## config.mk

```make
export PLATFORM = sky130hd
export DESIGN_NAME = inst_loader
export DESIGN_NICKNAME = d
export VERILOG_FILES = /design/src/rtl/inst_loader.sv
export SDC_FILE = /design/constraint.sdc
export NUM_CORES = 1
export LEC_CHECK = 0
export BUFFER_PORTS_ARGS = -buffer_cell sky130_fd_sc_hd__buf_2
export CORE_MARGIN = 2
export CORE_UTILIZATION = 49
export CTS_BUF_LIST = sky130_fd_sc_hd__clkbuf_16
export DETAILED_ROUTE_END_ITERATION = 7
export PLACE_DENSITY_LB_ADDON = 0.2
export SYNTH_ARGS = -nofsm -noshare
export SYNTH_HDL_FRONTEND = slang
export SYNTH_SLANG_ARGS = --single-unit
```

## constraint.sdc

```tcl
create_clock -name clk -period 2.1 [get_ports clk]
set_clock_uncertainty 0.15 [all_clocks]
set_input_delay 0.105 -clock clk [delete_from_list [all_inputs] [get_ports clk]]
set_output_delay 0.105 -clock clk [all_outputs]
set_load 0.05 [all_outputs]
```

## src/rtl/inst_loader.sv

```systemverilog
// inst_loader
//   Receives a program as a byte stream and writes it into instruction
//   memory as big-endian 32-bit words, starting at word address 0. A load
//   ends normally when the sentinel word 32'hFFFFFFFF has been written.
//   A load ends with an error if memory fills before any sentinel arrives.
//
// Ports
//   clk, rst            clock; asynchronous active-high reset
//   start               one-cycle request to begin a load (IDLE/DONE/ERR only)
//   byte_valid          sender is presenting byte_data
//   byte_data           incoming program byte
//   byte_ready          loader accepts a byte this cycle (RECV only)
//   we, waddr, wdata    instruction memory write port (one-cycle strobe)
//   busy                a load is in progress
//   done                sentinel received and written
//   overflow            DEPTH words written without a sentinel
//   word_count          words written in the current load
module inst_loader #(
  parameter int DEPTH  = 200,
  parameter int ADDR_W = 8
) (
  input  logic              clk,
  input  logic              rst,
  input  logic              start,
  input  logic              byte_valid,
  input  logic [7:0]        byte_data,
  output logic              byte_ready,
  output logic              we,
  output logic [ADDR_W-1:0] waddr,
  output logic [31:0]       wdata,
  output logic              busy,
  output logic              done,
  output logic              overflow,
  output logic [ADDR_W:0]   word_count
);

  localparam logic [2:0] IDLE  = 3'd0;
  localparam logic [2:0] RECV  = 3'd1;
  localparam logic [2:0] WRITE = 3'd2;
  localparam logic [2:0] DONE  = 3'd3;
  localparam logic [2:0] ERR   = 3'd4;

  localparam logic [31:0]       SENTINEL  = 32'hFFFF_FFFF;
  localparam logic [ADDR_W-1:0] LAST_ADDR = ADDR_W'(DEPTH - 1);

  logic [2:0]  state;
  logic [1:0]  byte_idx;
  // Holds the first three bytes of a word; the fourth byte completes the
  // word straight into wdata so wdata only changes when a write is due.
  logic [23:0] shift_buf;

  assign byte_ready = (state == RECV);
  assign we         = (state == WRITE);
  assign busy       = (state == RECV) || (state == WRITE);

  always_ff @(posedge clk or posedge rst) begin
    if (rst) begin
      state      <= IDLE;
      byte_idx   <= 2'd0;
      shift_buf  <= 24'd0;
      waddr      <= '0;
      wdata      <= 32'd0;
      word_count <= '0;
      done       <= 1'b0;
      overflow   <= 1'b0;
    end else begin
      case (state)
        IDLE, DONE, ERR: begin
          if (start) begin
            state      <= RECV;
            byte_idx   <= 2'd0;
            waddr      <= '0;
            word_count <= '0;
            done       <= 1'b0;
            overflow   <= 1'b0;
          end
        end

        // start is deliberately not looked at here or in WRITE.
        RECV: begin
          if (byte_valid) begin
            if (byte_idx == 2'd3) begin
              wdata    <= {shift_buf, byte_data};
              byte_idx <= 2'd0;
              state    <= WRITE;
            end else begin
              shift_buf <= {shift_buf[15:0], byte_data};
              byte_idx  <= byte_idx + 2'd1;
            end
          end
        end

        // The write happens during this single cycle; the address and count
        // advance as we leave, so the sentinel is counted like any word.
        WRITE: begin
          waddr      <= waddr + ADDR_W'(1);
          word_count <= word_count + (ADDR_W + 1)'(1);
          if (wdata == SENTINEL) begin
            state <= DONE;
            done  <= 1'b1;
          end else if (waddr == LAST_ADDR) begin
            state    <= ERR;
            overflow <= 1'b1;
          end else begin
            state <= RECV;
          end
        end

        default: state <= IDLE;
      endcase
    end
  end

endmodule

```

==> flow_summary.ini <==
[power]
p_leak_nw = 2.01
p_switching_mw = 3.18
powerDensity_nw_per_um2 = 1710
sequentialPowerShare_pct = 36.4
vdd_drop_max_mv = 0.919
intPower_mw = 4.17
pwr-share-clk_pct = 21.9
p_comb_share_pct = 41.8
switching_share_pct = 43.3

[route]
route.vias.total = 2406
highest_layer = met4
wl_per_cell_um = 15.9
via_per_inst = 5.56
ant_nets = 0
drc = 0
met3_length_um = 336
dr_wl_met2_mm = 3.20
met1_length_mm = 3.29
dr.pass1.iters = 4
wl_mm = 6.91
drt_iter0_drc = 141

[setup_path]
reg2reg_slack_ps = 250
critPathArrivalTime_ps = 1740
crit_path_start_kind = register
cp-end-kind = primary output
critical_path.top_delay_family = simple AND/OR/NAND/NOR gates
critPathSlowestCell = or3b_4
path_cells = or3b_4, inv_2, or2_2, buf_2
worst_path_largest_cell_delay_ps = 470
criticalPathCategory = register to primary output
path_buf_inv = 2
required_ps = 1850
crit_fanout = 8

[yosys]
avgSynthCellArea_um2 = 13.1
yosysSeqAreaShare_pct = 59.0
yosysTopAreaCellShare_pct = 59.0
synth_area_leaders = dfrtp_1 59%, mux2_2 18%, nand2_1 2.4%
syn_nets = 275
syn-instance-count = 260
ys_types = 39
yosys_warnings = 0
synth_area_um2 = 3390
ys_seq_elements = 80
yosys.area.top_type = dfrtp_1

[clocking]
root_buffer = clkbuf_16
cts_made_buffers = 9
clock-sinks = 80
cts_tree = done
clockBufferDepth = 2
clkTransAtPathRegs_ps = 70
cts-htree-levels = 3
clkLatencyLatePin_ps = 330

[die]
initial_utilization_pct = 50.2
die_y_um = 87.2
fp-row-count = 30
core_um2 = 6760
pin_count = 66
die_w_um = 87.2
die_area_um2 = 7610

[sta]
setup_viol = 0
slew_violations = 0
fmax_mhz = 502
worst_pin_slew_ps = 609
worst_slack_ps = 110
hold_viol = 0
tns_ps = 0
min_period_ps = 1990
relSlewSlack_pct = 59.3
rsz0062_at_grt = no
period_share_pct = 94.8

[finish]
multiInputGateArea_um2 = 1300
antennaDiodeCount = 0
area_growth_pct = 26.8
drive_above_1_share_pct = 46.2
ff_latch_area_um2 = 2000
n_fill_cell = 531
nets = 363

[global_route]
grt_overflow = 0
grt_pass1_vias = 2322
globalRouteTotalUtil_pct = 19.6
grt_first_pass_wirelength_mm = 11.5
grt_max_degree = 39
antenna_found_initial = 0

[min_path]
hold_path_class = input port to asynchronous set/reset pin

[placed_design]
hpwl_mm = 4.61
io_buffers = 65
place_congestion = 0.769
pre_cts_slack_ps = 203

[status]
status = completed

[run]
maxCapViolCount = 0
==> power groups by stage <==
stage          combinational (mW)  clock [mW]  sequential, mW
6_report                     3.07        1.61            2.67
4_1_cts                      3.09        1.64            2.68
2_1_floorplan                1.19           0            3.82
3_5_place_dp                 3.06           0            2.70
5_1_grt                      3.25        1.70            2.78
3_3_place_gp                 3.02           0            2.66
==> kinds of logic after synthesis <==
family,count (synthesis),synth area share (%)
flops,80,59.0
simple gates,71,11.2
mux,56,18.6
compound gates,33,6.78
buf+inv,16,3.10
fa+ha+maj,3,1.11
xor+xnor,1,0.258
==> worst reg2reg max path, delay by kind of cell (launching register included) <==
kind | cells | cell delay, ps
and+or+nand+nor | 2 | 910
AOI/OAI and AO/OA | 2 | 260
DFF | 1 | 420
==> sequential cells by signal (all words and copies together) (netlist names) <==
register	count
byte_idx	2
done	1
overflow	1
shift_buf	24
state	3
waddr	8
wdata	32
word_count	9
==> worst paths after layout <==
kind | start | to | cells after the start
worst min register to register | byte_idx[0] | byte_idx[0] | 1
min in group clk | byte_idx[0] | byte_idx[0] | 1
max in group asynchronous | rst | wdata[19] | 4
worst min-delay path | rst | wdata[1] | 3
worst max-delay path | state[2] | busy | 4
worst max register to register | state[2] | word_count[7] | 4
==> metal layers <==
| metal | vias to the layer above | track usage (%) |
|---|---|---|
| li1 | 1130 | - |
| met1 | 1202 | 27.4 |
| met2 | 67 | 30.2 |
| met3 | 7 | 4.55 |
| met4 | 0 | 6.71 |
| met5 | - | 0 |
==> synth_stat cells <==
cell,instances
a31oi_1,5
nor3_1,1
nand4_1,9
buf_6,3
nor4b_1,1
a21oi_1,6
or3_4,3
ha_1,3
clkbuf_1,1
a211oi_1,1
and3b_1,2
mux2_2,55
nor2_1,10
nand2_1,22
buf_4,5
buf_2,2
a32o_1,2
inv_1,4
o21ai_0,8
xor2_1,1
o31ai_2,2
o21ai_1,1
or2_2,1
o21a_1,1
o211ai_2,2
nor4_1,2
o31ai_1,2
nor2_2,1
clkbuf_2,1
nand4b_1,1
mux2_1,1
a2bb2oi_1,1
nor3b_2,1
o211ai_1,1
a22oi_1,1
dfrtp_1,80
nand3_1,14
or3b_1,1
and3_1,2
==> metrics by stage <==
step | total power, mW | instance area, um2 | util (%) | hold slack (ps) | std cells
after floorplan | 5.02 | 3410 | - | 92.7 | 260
after global placement | 5.69 | 3880 | 57.4 | 50.1 | 406
after detailed placement | 5.76 | 3880 | 57.4 | 62.9 | 406
after CTS | 7.41 | 4300 | 63.6 | 262 | 433
after global routing | 7.74 | 4300 | 63.7 | 314 | 433
final | 7.35 | 4300 | 63.7 | 246 | 433
==> area by class of cell <==
cell class | count | share of cell area, %
tap | 80 | 2.33
clock inverter | 7 | 1.95
timing repair buffer | 89 | 13.3
sequential | 80 | 46.5
multi-input combinational | 164 | 30.3
inverter | 4 | 0.436
clock buffer | 9 | 5.23
==> layout by cell type (no fill, tap or decap), types with 2 or more instances in the layout <==
master / count
o31ai_2: 2
ha_1: 3
nor4_1: 2
dfrtp_1: 80
and3_1: 2
nand2_1: 21
clkbuf_16: 9
o211ai_2: 2
inv_1: 2
or3_4: 3
clkinvlp_4: 2
dlygate4sd3_1: 11
buf_2: 65
nor2_1: 10
nand3_1: 14
mux2_2: 55
a31oi_1: 5
a32o_1: 2
nand4_1: 9
and3b_1: 2
o21ai_0: 8
buf_12: 3
buf_4: 10
a21oi_1: 6
o31ai_1: 2
inv_6: 3
==> timing repair <==
action	CTS	global route
cloned	0	0
setup buffers	0	0
endpoints found under the hold margin	43	0
hold buffers	11	0
setup endpoints to repair	1	1
resized for setup	1	1
No activity file was read; power rests on OpenSTA's default activity.
